### src/rtl/line_follow_ctrl.sv
// Line-sensor sequencer: synchronises and debounces the 3-bit sensor array,
// steers along the line and walks a parameterised junction route.
module line_follow_ctrl #(
  parameter int                     DEB_CYCLES   = 4,
  parameter int                     LOST_CYCLES  = 1000,
  parameter int                     TURN_TIMEOUT = 5000,
  parameter int                     NUM_JUNCT    = 4,
  parameter logic [2*NUM_JUNCT-1:0] ROUTE        = 8'b11_10_00_01
) (
  input  logic       clk,
  input  logic       rst_n,
  input  logic [2:0] sensor,
  input  logic       start,
  input  logic       abort,
  output logic [2:0] cmd,
  output logic       busy,
  output logic       done,
  output logic       lost,
  output logic [2:0] junction_cnt
);

  // state    | meaning
  // IDLE     | stopped, waiting for start
  // FOLLOW   | steering from the debounced pattern
  // CROSS    | driving straight over a junction until it clears
  // PIV_L1   | pivoting left, waiting for the centre sensor to leave the line
  // PIV_L2   | pivoting left, waiting for the centre sensor to find the line
  // PIV_R1/2 | as PIV_L1/2, pivoting right
  // DONE     | route finished
  // LOST     | line lost or turn timed out
  typedef enum logic [3:0] {
    S_IDLE, S_FOLLOW, S_CROSS, S_PIV_L1, S_PIV_L2,
    S_PIV_R1, S_PIV_R2, S_DONE, S_LOST
  } state_t;

  localparam logic [2:0] CMD_STOP    = 3'b000;
  localparam logic [2:0] CMD_FWD     = 3'b001;
  localparam logic [2:0] CMD_VEER_L  = 3'b010;
  localparam logic [2:0] CMD_VEER_R  = 3'b011;
  localparam logic [2:0] CMD_PIVOT_L = 3'b100;
  localparam logic [2:0] CMD_PIVOT_R = 3'b101;

  localparam int LW = (LOST_CYCLES > 1) ? $clog2(LOST_CYCLES) : 1;
  localparam int TW = (TURN_TIMEOUT > 1) ? $clog2(TURN_TIMEOUT) : 1;
  localparam logic [LW-1:0] LOST_LAST = LW'(LOST_CYCLES - 1);
  localparam logic [TW-1:0] TURN_LAST = TW'(TURN_TIMEOUT - 1);
  localparam logic [3:0]    DEB_THR   = 4'(DEB_CYCLES);

  logic [2:0]    sync1, sync2, cand, pat;
  logic [3:0]    deb_cnt, deb_nxt;
  state_t        state, state_nxt;
  logic [2:0]    jcnt_nxt, jcnt_inc;
  logic [1:0]    route_act;
  logic [LW-1:0] lost_cnt, lost_cnt_nxt;
  logic [TW-1:0] turn_cnt, turn_cnt_nxt;
  logic [2:0]    cmd_nxt, steer;
  logic          busy_nxt, done_nxt, lost_nxt;

  // deb_nxt counts consecutive identical synchroniser samples, including this one
  always_comb begin
    if (sync2 != cand)
      deb_nxt = 4'd1;
    else if (deb_cnt == 4'hf)
      deb_nxt = deb_cnt;
    else
      deb_nxt = deb_cnt + 4'd1;
  end

  always_ff @(posedge clk or negedge rst_n) begin
    if (!rst_n) begin
      sync1   <= 3'b000;
      sync2   <= 3'b000;
      cand    <= 3'b000;
      deb_cnt <= 4'd0;
      pat     <= 3'b000;
    end else begin
      sync1   <= sensor;
      sync2   <= sync1;
      cand    <= sync2;
      deb_cnt <= deb_nxt;
      if (deb_nxt >= DEB_THR)
        pat <= sync2;
    end
  end

  assign jcnt_inc = (junction_cnt == 3'd7) ? 3'd7 : junction_cnt + 3'd1;

  // Junctions past the end of the route behave as a stop entry.
  always_comb begin
    route_act = 2'b11;
    for (int i = 1; i <= NUM_JUNCT; i++)
      if (i <= 7 && jcnt_inc == 3'(i))
        route_act = ROUTE[2*i-2 +: 2];
  end

  always_ff @(posedge clk or negedge rst_n) begin
    if (!rst_n) begin
      state        <= S_IDLE;
      junction_cnt <= 3'd0;
      lost_cnt     <= '0;
      turn_cnt     <= '0;
      cmd          <= CMD_STOP;
      busy         <= 1'b0;
      done         <= 1'b0;
      lost         <= 1'b0;
    end else begin
      state        <= state_nxt;
      junction_cnt <= jcnt_nxt;
      lost_cnt     <= lost_cnt_nxt;
      turn_cnt     <= turn_cnt_nxt;
      cmd          <= cmd_nxt;
      busy         <= busy_nxt;
      done         <= done_nxt;
      lost         <= lost_nxt;
    end
  end

  always_comb begin
    state_nxt    = state;
    jcnt_nxt     = junction_cnt;
    lost_cnt_nxt = '0;
    turn_cnt_nxt = '0;
    if (abort) begin
      state_nxt = S_IDLE;
    end else begin
      case (state)
        S_IDLE, S_DONE, S_LOST: begin
          if (start) begin
            state_nxt = S_FOLLOW;
            jcnt_nxt  = 3'd0;
          end
        end
        S_FOLLOW: begin
          if (pat == 3'b111) begin
            jcnt_nxt = jcnt_inc;
            case (route_act)
              2'b00:   state_nxt = S_CROSS;
              2'b01:   state_nxt = S_PIV_L1;
              2'b10:   state_nxt = S_PIV_R1;
              default: state_nxt = S_DONE;
            endcase
          end else if (pat == 3'b000) begin
            if (lost_cnt == LOST_LAST)
              state_nxt = S_LOST;
            else
              lost_cnt_nxt = lost_cnt + LW'(1);
          end
        end
        S_CROSS: begin
          if (pat != 3'b111)
            state_nxt = S_FOLLOW;
        end
        // Turn timer spans both pivot phases; timeout wins over a phase change.
        S_PIV_L1, S_PIV_R1: begin
          turn_cnt_nxt = turn_cnt + TW'(1);
          if (turn_cnt == TURN_LAST)
            state_nxt = S_LOST;
          else if (!pat[1])
            state_nxt = (state == S_PIV_L1) ? S_PIV_L2 : S_PIV_R2;
        end
        S_PIV_L2, S_PIV_R2: begin
          turn_cnt_nxt = turn_cnt + TW'(1);
          if (turn_cnt == TURN_LAST)
            state_nxt = S_LOST;
          else if (pat[1])
            state_nxt = S_FOLLOW;
        end
        default: state_nxt = S_IDLE;
      endcase
    end
  end

  always_comb begin
    case (pat)
      3'b010, 3'b101: steer = CMD_FWD;
      3'b110, 3'b100: steer = CMD_VEER_L;
      3'b011, 3'b001: steer = CMD_VEER_R;
      default:        steer = cmd;
    endcase
  end

  // Outputs are decoded from the next state so they register on the same edge.
  always_comb begin
    cmd_nxt  = CMD_STOP;
    busy_nxt = 1'b1;
    done_nxt = 1'b0;
    lost_nxt = 1'b0;
    case (state_nxt)
      S_FOLLOW:           cmd_nxt = steer;
      S_CROSS:            cmd_nxt = CMD_FWD;
      S_PIV_L1, S_PIV_L2: cmd_nxt = CMD_PIVOT_L;
      S_PIV_R1, S_PIV_R2: cmd_nxt = CMD_PIVOT_R;
      S_DONE: begin
        busy_nxt = 1'b0;
        done_nxt = 1'b1;
      end
      S_LOST: begin
        busy_nxt = 1'b0;
        lost_nxt = 1'b1;
      end
      default:            busy_nxt = 1'b0;
    endcase
  end

endmodule

### config.mk
export PLATFORM = sky130hd
export DESIGN_NAME = line_follow_ctrl
export DESIGN_NICKNAME = d
export VERILOG_FILES = /design/src/rtl/line_follow_ctrl.sv
export SDC_FILE = /design/constraint.sdc
export NUM_CORES = 1
export LEC_CHECK = 0
export CAP_MARGIN = 20
export CORE_ASPECT_RATIO = 0.8
export CORE_MARGIN = 1
export CORE_UTILIZATION = 55
export CTS_CLUSTER_SIZE = 24
export DETAILED_ROUTE_END_ITERATION = 16
export PLACE_DENSITY = 0.75
export SLEW_MARGIN = 20
export SYNTH_ARGS = -nofsm -noshare
export SYNTH_HDL_FRONTEND = slang
export SYNTH_SLANG_ARGS = --single-unit
export TNS_END_PERCENT = 20
### constraint.sdc
create_clock -name clk -period 3.7 [get_ports clk]
set_input_delay 0.74 -clock clk [delete_from_list [all_inputs] [get_ports clk]]
set_output_delay 0.74 -clock clk [all_outputs]
set_load 0.1 [all_outputs]
Word-level counts from Yosys, hierarchy flattened
Index checks and enable logic that the tools add are counted.

cells by class
  $add $sub $neg = 4
  $lt $le $gt $ge = 1
  equal/unequal tests = 38
  muxes and demuxes = 35
  bitwise operators = 1
  reductions and logical operators = 15

operators by type and width
  kind                                                                   count
  10-bit 2-to-1 mux                                                      5
  4-bit 2-to-1 mux                                                       12
  4-bit by 3-bit == test with 1-bit output, second input constant        8
  13-bit 2-to-1 mux                                                      2
  4-bit one-hot mux with 5 select lines                                  1
  3-bit == test, second input constant                                   6
  3-bit one-hot mux with 3 select lines                                  2
  4-bit by 2-bit == test with 1-bit output, second input constant        4
  2-bit OR reduction                                                     7
  13-bit by 1-bit adder with 13-bit output, second input constant        1
  13-bit == test, second input constant                                  1
  3-bit by 2-bit == test with 1-bit output, second input constant        4
  4-bit == test, second input constant                                   3
  3-bit one-hot mux with 4 select lines                                  1
  10-bit by 1-bit adder with 10-bit output, second input constant        1
  10-bit == test, second input constant                                  1
  2-bit 2-to-1 mux                                                       5
  3-bit 2-to-1 mux                                                       3
  4-bit by 1-bit == test with 1-bit output, second input constant        2
  3-bit by 1-bit == test with 1-bit output, second input constant        2
  3-bit one-hot mux with 2 select lines                                  1
  6-bit OR reduction                                                     1
  4-bit by 1-bit adder with 4-bit output, second input constant          1
  4-bit by 3-bit >= comparator with 1-bit output, second input constant  1
  16 further kinds                                                       19

storage, ports and cells
  flip-flop bits (word level) = 52
  output and inout port bits = 9

Longest topological paths before layout
Gate-level depths: netlist of run 1.

  depth after elaboration = 15
  mapped depth = 8
  mapped depth without buffers = 8

Worst setup path after synthesis of run 1
Ideal clock, no wire load.

  path type = register to register
  from = register junction_cnt[0]
  to = register cmd[0]
  library setup time = 0.095 ns
  arrival = 2.793 ns
  path slack = 0.812 ns
  stages on the path, launching flop included = 9
  buffers on the path = 0
  clock period less this slack = 2.888 ns
  cell sequence = dfrtp_1 -> inv_1 -> ha_1 -> nor2b_1 -> nor4_1 -> a221oi_1 -> or4_4 -> or4_1 -> o31ai_1

between the ends
  longest elaborated chain between the ends = 15

RTL lines
  what                                                                                                         line  RTL
  start, declared                                                                                              19    output logic [2:0] junction_cnt
  start signal, assigned                                                                                       108   junction_cnt <= jcnt_nxt;
  3-bit by 1-bit adder with 3-bit output / 3-bit == test (equally long branches)                               86    assign jcnt_inc = (junction_cnt == 3'd7) ? 3'd7 : junction_cnt + 3'd1;
  3-bit 2-to-1 mux (*)                                                                                         86
  3-bit by 1-bit == test with 1-bit output                                                                     92    if (i <= 7 && jcnt_inc == 3'(i))
  2-bit 2-to-1 mux (3 in series)                                                                               92
  2-bit 2-to-1 mux (*)                                                                                         92
  2-bit == test (tied with other cells)                                                                        136   case (route_act)
  3-bit one-hot mux with 3 select lines (*)                                                                    136
  4-bit 2-to-1 mux (*)                                                                                         134   if (pat == 3'b111) begin
  4-bit one-hot mux with 5 select lines (*)                                                                    126   case (state)
  4-bit 2-to-1 mux (*)                                                                                         123   if (abort) begin
  4-bit by 3-bit == test with 1-bit output / 4-bit by 2-bit == test with 1-bit output (equally long branches)  188   case (state_nxt)
  2-bit OR reduction (on tied branches)                                                                        n/a
  3-bit one-hot mux with 4 select lines                                                                        188
  end signal, assigned                                                                                         111   cmd <= cmd_nxt;
  end, declared                                                                                                15    output logic [2:0] cmd,

Mark *: on every way between the ends. The rest lies on a longest branch, timed or not.
A chain may end at the register's enable or synchronous reset.

Worst setup path after layout of run 1
  from = register junction_cnt[0]
  to = output junction_cnt[0]

No word-level cell between the ends.

==> results list, run 1 <==
* Type of destination of the critical path: output pin
- Synth Register Bits: 52
* Ant diodes: 0
* Post-detailed-route DRC marker count: 0
- Vias per inst: roughly 5.6
* YS warnings: 0
- The first global-routing pass estimated 8130 um of wire.
- The wire-length estimate of the detail-placed layout is around 3100 um.
- Global routing used roughly a fifth of the available tracks across all layers.
* CTS tree: yes
- Number of pins exceeding their max-slew limit in the final report: 0
- Reported leakage power: 0.00119 uW
* List of cells traversed by the critical path: clkdlybuf4s50_1
- Detailed Routing Iterations Pass 1: 4
- Pin count of the biggest net entering global routing: 31
- Number of endpoints failing setup at the final stage: 0
- The clock arrives with between 0.008 and 0.009 ns of skew.
* Delay of the slowest cell on the worst path: 1.19 ns
* Final critical delay including setup and external delays: around 2.7 ns
* Initial core utilization: approximately 59%
- In this run the tightest slew margin relative to its limit is between 30 and 40%.
* Synthesized area: roughly 0.0025 mm2
- The worst hold path passes through 0 cells.
- Required arrival time at the worst endpoint: 2.96 ns
- The worst setup path is of the reg -> out kind.
- Clock transition at the register clock pins on the worst setup and hold paths after CTS: 0.10 ns
- Among all flip-flop cells after synthesis, the most frequent one is sky130_fd_sc_hd__dfrtp_1.
* Residual antenna-violating net count after detailed routing: 0
- The hold violation total from the final report is 0.
- Port bufs: 15
- The total overflow left after global routing is 0.
- No sink is reached through more buffers than the 2 on the longest clock path.
- Of the cells placed in the final design, the portion with a size suffix greater than 1 is between 7 and 8%.
* Number of different library cells in the post-synthesis netlist: 45
- Dividing the detail-routed wire length by the instance count gives around 14 um.
- On the critical path, the stage with the largest delay is an instance of sky130_fd_sc_hd__clkdlybuf4s50_1.
* Maximum clock frequency: 0.368 GHz
- In this run the critical register-to-register path is captured at cmd[0].
- After floorplanning, the core was sized to cover roughly 0.0043 mm2.
- In this run the critical register-to-register path is launched from junction_cnt[0].
* Routed wire length: 4540 um
- Cell at the root of the clock tree: sky130_fd_sc_hd__clkbuf_8
- Yosys top cell by area: sky130_fd_sc_hd__dfrtp_1
* Number of enable flip-flop cells after synthesis: 0
- The number of global-route vias before repair was roughly 1800.
* Power density of the placed cells: ~430 mW/mm2
* Worst path top cell family by delay: buffers and inverters
* Gpl congestion: between 0.8 and 0.9
* Most frequent cell after synthesis: sky130_fd_sc_hd__dfrtp_1
- Total number of nets in the final design: around 280
* Transition time at the pin with the least slew margin: roughly 0.98 ns
* Overall die area: 0.00490 mm2
- Post-CTS Resized: 0
- Setup repair after global routing left no endpoint under its margin.
* Crit start category: flop
- Max Fanout on Critical Path: 7
- Min-Delay Path Class: reg -> reg
- Antenna violations before repair: 0
- For this run, the register share of the synthesized area comes to around 51%.
- Number of levels the H-tree was split into: 2
- After routing the design area is between 0.002 and 0.003 mm2.
* Hold buffers post-CTS: 0
- Clock latency of the later-clocked register in the worst-skew pair: roughly 0.31 ns
- From bottom edge to top edge, the die measures between 60 and 70 um.
- Register-to-register setup slack: 1.27 ns
* Critical path endpoint: junction_cnt[0]
- Total negative setup slack: 0 ns
* Inserted Clock Buffers: 5
- Avg Inst Size Synth: 9.98 um2
- CP bufs+invs: 1
- Path length in cells of the critical path: 1
* Top post-synthesis cells by area: sky130_fd_sc_hd__dfrtp_1 51%, sky130_fd_sc_hd__nor2_1 5.5%, sky130_fd_sc_hd__xnor2_1 5.2%, sky130_fd_sc_hd__nand3_1 3.3%, sky130_fd_sc_hd__ha_1 3.0%
- After layout, the worst path uses approximately 74% of the clock period.
- Number of cell instances on the worst register-to-register path: 8
- Area grow syn2layout: 10.9%
- In this run the count of I/O pins placed on the die edge is 16.
- Final hold analysis gives a worst-case slack of roughly 0.36 ns.
- Area share of the largest cell type after synthesis: about half
* Max Cap Viol: 0
* Row count: 21
- The run finished with clean final reports.
- Post-CTS setup buffer count: 0
* Gate Count Post-Synth: roughly 260
- Async set-reset flop share out of synthesis: between 90% and 100%
- Via count of the routed design: ~1800
* Die width: approximately 78 um
* Worst Setup SP: junction_cnt[0]
* Initial drt markers: about 180
* Crit path DAT: ~2.0 ns
* Net count of the mapped netlist: around 270
* Clock sink count: 52
- Post-DP Area: about 0.0027 mm2
* Maximum ir drop on the vdd rail: 0.270 mV
- Most numerous cell types in the synthesized netlist: 52 x sky130_fd_sc_hd__dfrtp_1, 37 x sky130_fd_sc_hd__nor2_1, 17 x sky130_fd_sc_hd__nand3_1, 15 x sky130_fd_sc_hd__nand2_1, 15 x sky130_fd_sc_hd__xnor2_1
- Final design utilization: 65.4%
## cell usage in the layout, fill, tap and decap left out, drive strengths merged, types with 3 or more instances in the layout
master          n
nand2b          3
a211oi          3
or4             3
and3            8
xor2            8
inv             9
nor3            7
clkbuf          5
nor2           37
nor4b           3
nor4            5
mux2            3
nand2          15
nand3          17
o21ai           4
or2             4
a21oi          13
xnor2          15
or3             3
ha              6
nand3b          4
nor2b           3
clkdlybuf4s50  14
dfrtp          52
## where the power goes
group | internal [uW] | switching [uW] | leakage [uW]
clock network | 138 | 197 | 0.0000452
registers | 599 | 51.3 | 0.000693
logic | 82.3 | 155 | 0.000452
total | 819 | 404 | 0.00119
## routing by layer
layer | track usage (%) | vias up | wire, um
met1 | 28.7 | 879 | 2260
met5 | 0 | - | 0
met2 | 33.2 | 31 | 2090
met3 | 4.67 | 5 | 133
met4 | 9.26 | 0 | 62
li1 | - | 910 | -
## area by class of cell
cell class	instances	area (um2)
clock inverters	3	25.0
clock buffers	5	68.8
multi-input cells	186	1170
flip-flops and latches	52	1300
well taps	57	71.3
inverters	7	26.3
repair buffers	16	153
fillers	348	1490
## metrics by stage
| stage | cells | power (uW) | setup WS, ns |
|---|---|---|---|
| 3_3_place_gp | 318 | 895 | 1.14 |
| 4_1_cts | 326 | 1230 | 0.967 |
| 6_report | 326 | 1220 | 0.980 |
| 5_1_grt | 326 | 1280 | 0.918 |
| 2_1_floorplan | 255 | 832 | 0.812 |
| 3_5_place_dp | 318 | 897 | 1.10 |
## flip-flops by register name, summed over array words and instances (netlist names)
name / cells
turn_cnt: 13
lost: 1
state: 4
sync2: 3
lost_cnt: 10
deb_cnt: 4
junction_cnt: 3
sync1: 3
cand: 3
busy: 1
cmd: 3
pat: 3
done: 1
## worst min path at each step
| stage | startpoint | to | slack (ns) |
|---|---|---|---|
| 2_1_floorplan | sync1[0] | sync2[0] | 0.33 |
| 3_3_place_gp | sync1[0] | sync2[0] | 0.33 |
| 3_5_place_dp | sync1[1] | sync2[1] | 0.34 |
| 4_1_cts | sync1[1] | sync2[1] | 0.36 |
| 5_1_grt | sync1[0] | sync2[0] | 0.37 |
| 6_report | sync1[1] | sync2[1] | 0.36 |
## cell families after synthesis
kind of cell	count (synthesis)	synth area share, %
xor gates and xnor gates	23	7.92
AOI/OAI and AO/OA	35	8.90
muxes	5	2.12
adders and majority gates	6	2.95
buffers and inverters	17	2.66
DFF	52	51.2
and+or+nand+nor	117	24.3
(Power assumes the default switching activity.)
==> run 2: changes to the inputs <==
--- a/config.mk
+++ b/config.mk
@@ -8,7 +8,7 @@
 export CAP_MARGIN = 20
 export CORE_ASPECT_RATIO = 0.8
 export CORE_MARGIN = 1
-export CORE_UTILIZATION = 55
+export CORE_UTILIZATION = 53
 export CTS_CLUSTER_SIZE = 24
 export DETAILED_ROUTE_END_ITERATION = 16
 export PLACE_DENSITY = 0.75
==> constraint.sdc (replaced) <==
create_clock -name clk -period 2.5 [get_ports clk]
set_input_delay 0.5 -clock clk [delete_from_list [all_inputs] [get_ports clk]]
set_output_delay 0.5 -clock clk [all_outputs]
set_load 0.1 [all_outputs]
==> run 2 against run 1 <==
- flip-flop and latch count did not move
- critical path type is now reg -> reg
- global-route usage fell by 1.4 points
- the run now ends with setup timing left
- routed wire length rose by 3.0%
==> results list, run 2 (same netlist as run 1, synthesis figures left out) <==
* Post-detailed-route DRC marker count: 0 (unchanged)
- The mean routed wirelength per cell is 14.0 um (+0.27%).
* Row count: 22 (+4.8%)
- Cell type of the slowest stage on the worst timing path: sky130_fd_sc_hd__or4_4
- The number of diodes is 0 (unchanged).
* Max Cap Viol: 0 (unchanged)
* Number of endpoints failing setup at the final stage: 1 (+1)
- The vias per cell came to 5.62 (+0.35%).
- Walking the worst path, the cells encountered are ha_1 -> nor4_4 -> a221oi_2 -> or4_4 -> or4_4 -> o31ai_2.
* Share of cells above drive strength 1: 16.4% (+9.3 points)
- The required arrival time at the worst endpoint was 2.71 ns (-0.25 ns).
- The routed via count came to 1882 (+3.1%).
- Delay of the slowest cell on the worst path: 0.57 ns (-0.62 ns)
* Number of flip-flops in the largest register: 13 (unchanged)
* Min setup slack post-route: -0.0188 ns (-0.998 ns)
- The root buffer cell chosen for the clock tree is sky130_fd_sc_hd__clkbuf_8.
- Crit path DAT: 2.73 ns (+0.75 ns)
- Most common cell type on the critical path: sky130_fd_sc_hd__or4_4
- The cell family contributing the most delay on the critical path is simple AND/OR/NAND/NOR gates.
- Die Ht: 64.0 um (+1.8%)
* Maximum clock frequency: 0.397 GHz
* Antenna violations before repair: 0 (unchanged)
* Pre-CTS setup slack: 0.126 ns (-0.970 ns)
- The storage element area is 0.00131 mm2 (+0.58%).
- The routed design could run at a clock period as short as 2.52 ns.
- The final reports fail on setup timing.
* Max Clock Skew: 0.00959 ns (+0.00146 ns)
- First-pass GRT wire length: 7840 um (-3.6%)
- CTS tree: yes
- The count of TritonRoute iterations in the first routing pass was 5 (+1).
- Inserted Clock Buffers: 5 (unchanged)
- STA classifies the critical path endpoint as a flop.
- The I/O pin count was 16 (unchanged).
- Die width: 79.5 um (+1.8%)
- The power density over the cells is 654 mW/mm2 (+51%).
- The maximum vdd ir drop was 0.274 mV (+1.7%).
- Final Hold Vio Count: 0 (unchanged)
- Biggest registers after layout: turn_cnt x13, lost_cnt x10
- Clock latency of the later-clocked register in the worst-skew pair: 0.29 ns (-0.02 ns)
- Pin count of the biggest net entering global routing: 41 (+32%)
- CP bufs+invs: 0 (-1)
- The starting utilization of the core area came to 55.3% (-3.7 points).
- Register containing the most flip-flops in the final layout: turn_cnt
* Period utilisation layout: 101%
- The headroom to the max-slew limit came to 67.0% (+32 points).
* Residual antenna-violating net count after detailed routing: 0 (unchanged)
* Total number of nets in the final design: 289 (+2.8%)
- The total power after layout came to 1930 uW (+57%).
* Clock sink count: 52 (unchanged)
* Non-Filler Instances: 335 (+2.8%)
* Transition time at the pin with the least slew margin: 0.495 ns (-0.484 ns)
- Overall die area: 0.00508 mm2 (+3.7%)
- Crit start category: flop
- Area grow syn2layout: 15.7%
* Clock transition at the register clock pins on the worst setup and hold paths after CTS: 0.09 ns (about the same)
- Status: complete, but fails checks
- The setup path with the least slack is of type reg -> reg.
- Max Fanout on Critical Path: 6 (-1)
* Overall routing resource usage: 19.9% (-1.4 points)
* Number of pins exceeding their max-slew limit in the final report: 0 (unchanged)
- Number of levels the H-tree was split into: 2 (unchanged)
- Multi-input gate area in the final layout: 0.00124 mm2 (+5.5%)
- The number of cells after detailed placement is 324 (+1.9%).
- The library cell used most frequently in the layout, excluding fill and tap cells, is sky130_fd_sc_hd__dfrtp_1.
* Gpl congestion: 0.863 (+5.6%)
- Hold buffers post-CTS: 0 (unchanged)
- Leaving out fill and tap cells, the most frequent cells in the layout are 50 x sky130_fd_sc_hd__dfrtp_1, 37 x sky130_fd_sc_hd__nor2_1, 18 x sky130_fd_sc_hd__buf_4, 17 x sky130_fd_sc_hd__nand3_1.
- HPWL after detailed placement: 3180 um (+4.0%)
* Routed wire length: 4680 um (+3.0%)
- The number of global-route vias before repair was 1676 (-6.0%).
* Reported leakage power: 0.00127 uW (+6.3%)
* Min-Delay Path Class: in -> async
- Overall overflow remaining after global route: 0 (unchanged)
- The DRC marker count from the first detailed-route iteration came to 180 (+0.56%).
- The number of buffer cells added on primary ports is 15 (unchanged).
- The area of the core region was 0.00460 mm2 (+6.7%).
* Number of fill cells in the layout: 371 (+6.6%)
* Total negative setup slack: -0.0188 ns (-0.0188 ns)
- Number of buffers between clock root and the deepest sink: 2 (unchanged)
- Post-route worst hold slack: 0.0683 ns (-0.288 ns)
## run 2: cell types whose count changed in the layout (fill, tap and decap cells not counted), sizes merged
cell	change
clkinvlp	-1
buf	+17
inv	-2
bufinv	+1
clkdlybuf4s50	-9
## run 2: layer usage
metal	GRT usage, %	routed length, um	up-vias
met5	0	0	-
met3	4.57	255	6
met1	28.8	2270	891
met2	29.2	2110	55
met4	7.05	40	0
li1	-	-	930
## run 2: layout make-up
cell class                      count  share of cell area (%)
Sequential cell                    52                    44.5
Tap cell                           60                    2.55
Timing Repair Buffer               24                    6.46
Inverter                            7                    1.06
Clock buffer                        5                    2.34
Clock inverter                      1                    1.02
Multi-Input combinational cell    186                    42.1
## run 2: per-stage QoR
stage               cell area (um2)  utilization, %
floorplan                      2550               -
CTS                            2840            61.7
detailed placement             2740            59.6
finish                         2940            64.0
global placement               2740            59.6
global route                   2940            64.0
## run 2: worst reg2reg max path, cell delays in order, from the launching register on
cell and delay [ns]:
sky130_fd_sc_hd__dfrtp_4 0.53, sky130_fd_sc_hd__ha_1 0.33, sky130_fd_sc_hd__nor4_4 0.33, sky130_fd_sc_hd__a221oi_2 0.10
sky130_fd_sc_hd__or4_4 0.57, sky130_fd_sc_hd__or4_4 0.50, sky130_fd_sc_hd__o31ai_2 0.07
## run 2: worst paths after layout
| kind | start | endpoint | cells after the start | slack, ns |
|---|---|---|---|---|
| hold reg to reg | sync1[2] | sync2[2] | 0 | 0.34 |
| setup reg to reg | junction_cnt[0] | cmd[0] | 6 | -0.02 |
| hold / removal | rst_n | deb_cnt[2] | 1 | 0.07 |
| setup / recovery | junction_cnt[0] | cmd[0] | 6 | -0.02 |
| max in group asynchronous | rst_n | turn_cnt[0] | 2 | 1.65 |
| min in group clk | sync1[2] | sync2[2] | 0 | 0.34 |
## run 2: timing repair
item,4_1_cts,5_1_grt
setup buffers,0,5
setup endpoints to repair,0,1
gates resized for setup,0,14
## run 2: power by group
group / internal [uW] / switching [uW]
registers: 890 / 61.2
clock network: 288 / 254
logic: 157 / 275
total: 1330 / 590
==> run 3: changes to the inputs <==
--- a/config.mk
+++ b/config.mk
@@ -16,4 +16,3 @@
 export SYNTH_ARGS = -nofsm -noshare
 export SYNTH_HDL_FRONTEND = slang
 export SYNTH_SLANG_ARGS = --single-unit
-export TNS_END_PERCENT = 20
==> results of run 3 <==
No change in the layout: final DEF, timing and power equal those of run 2.
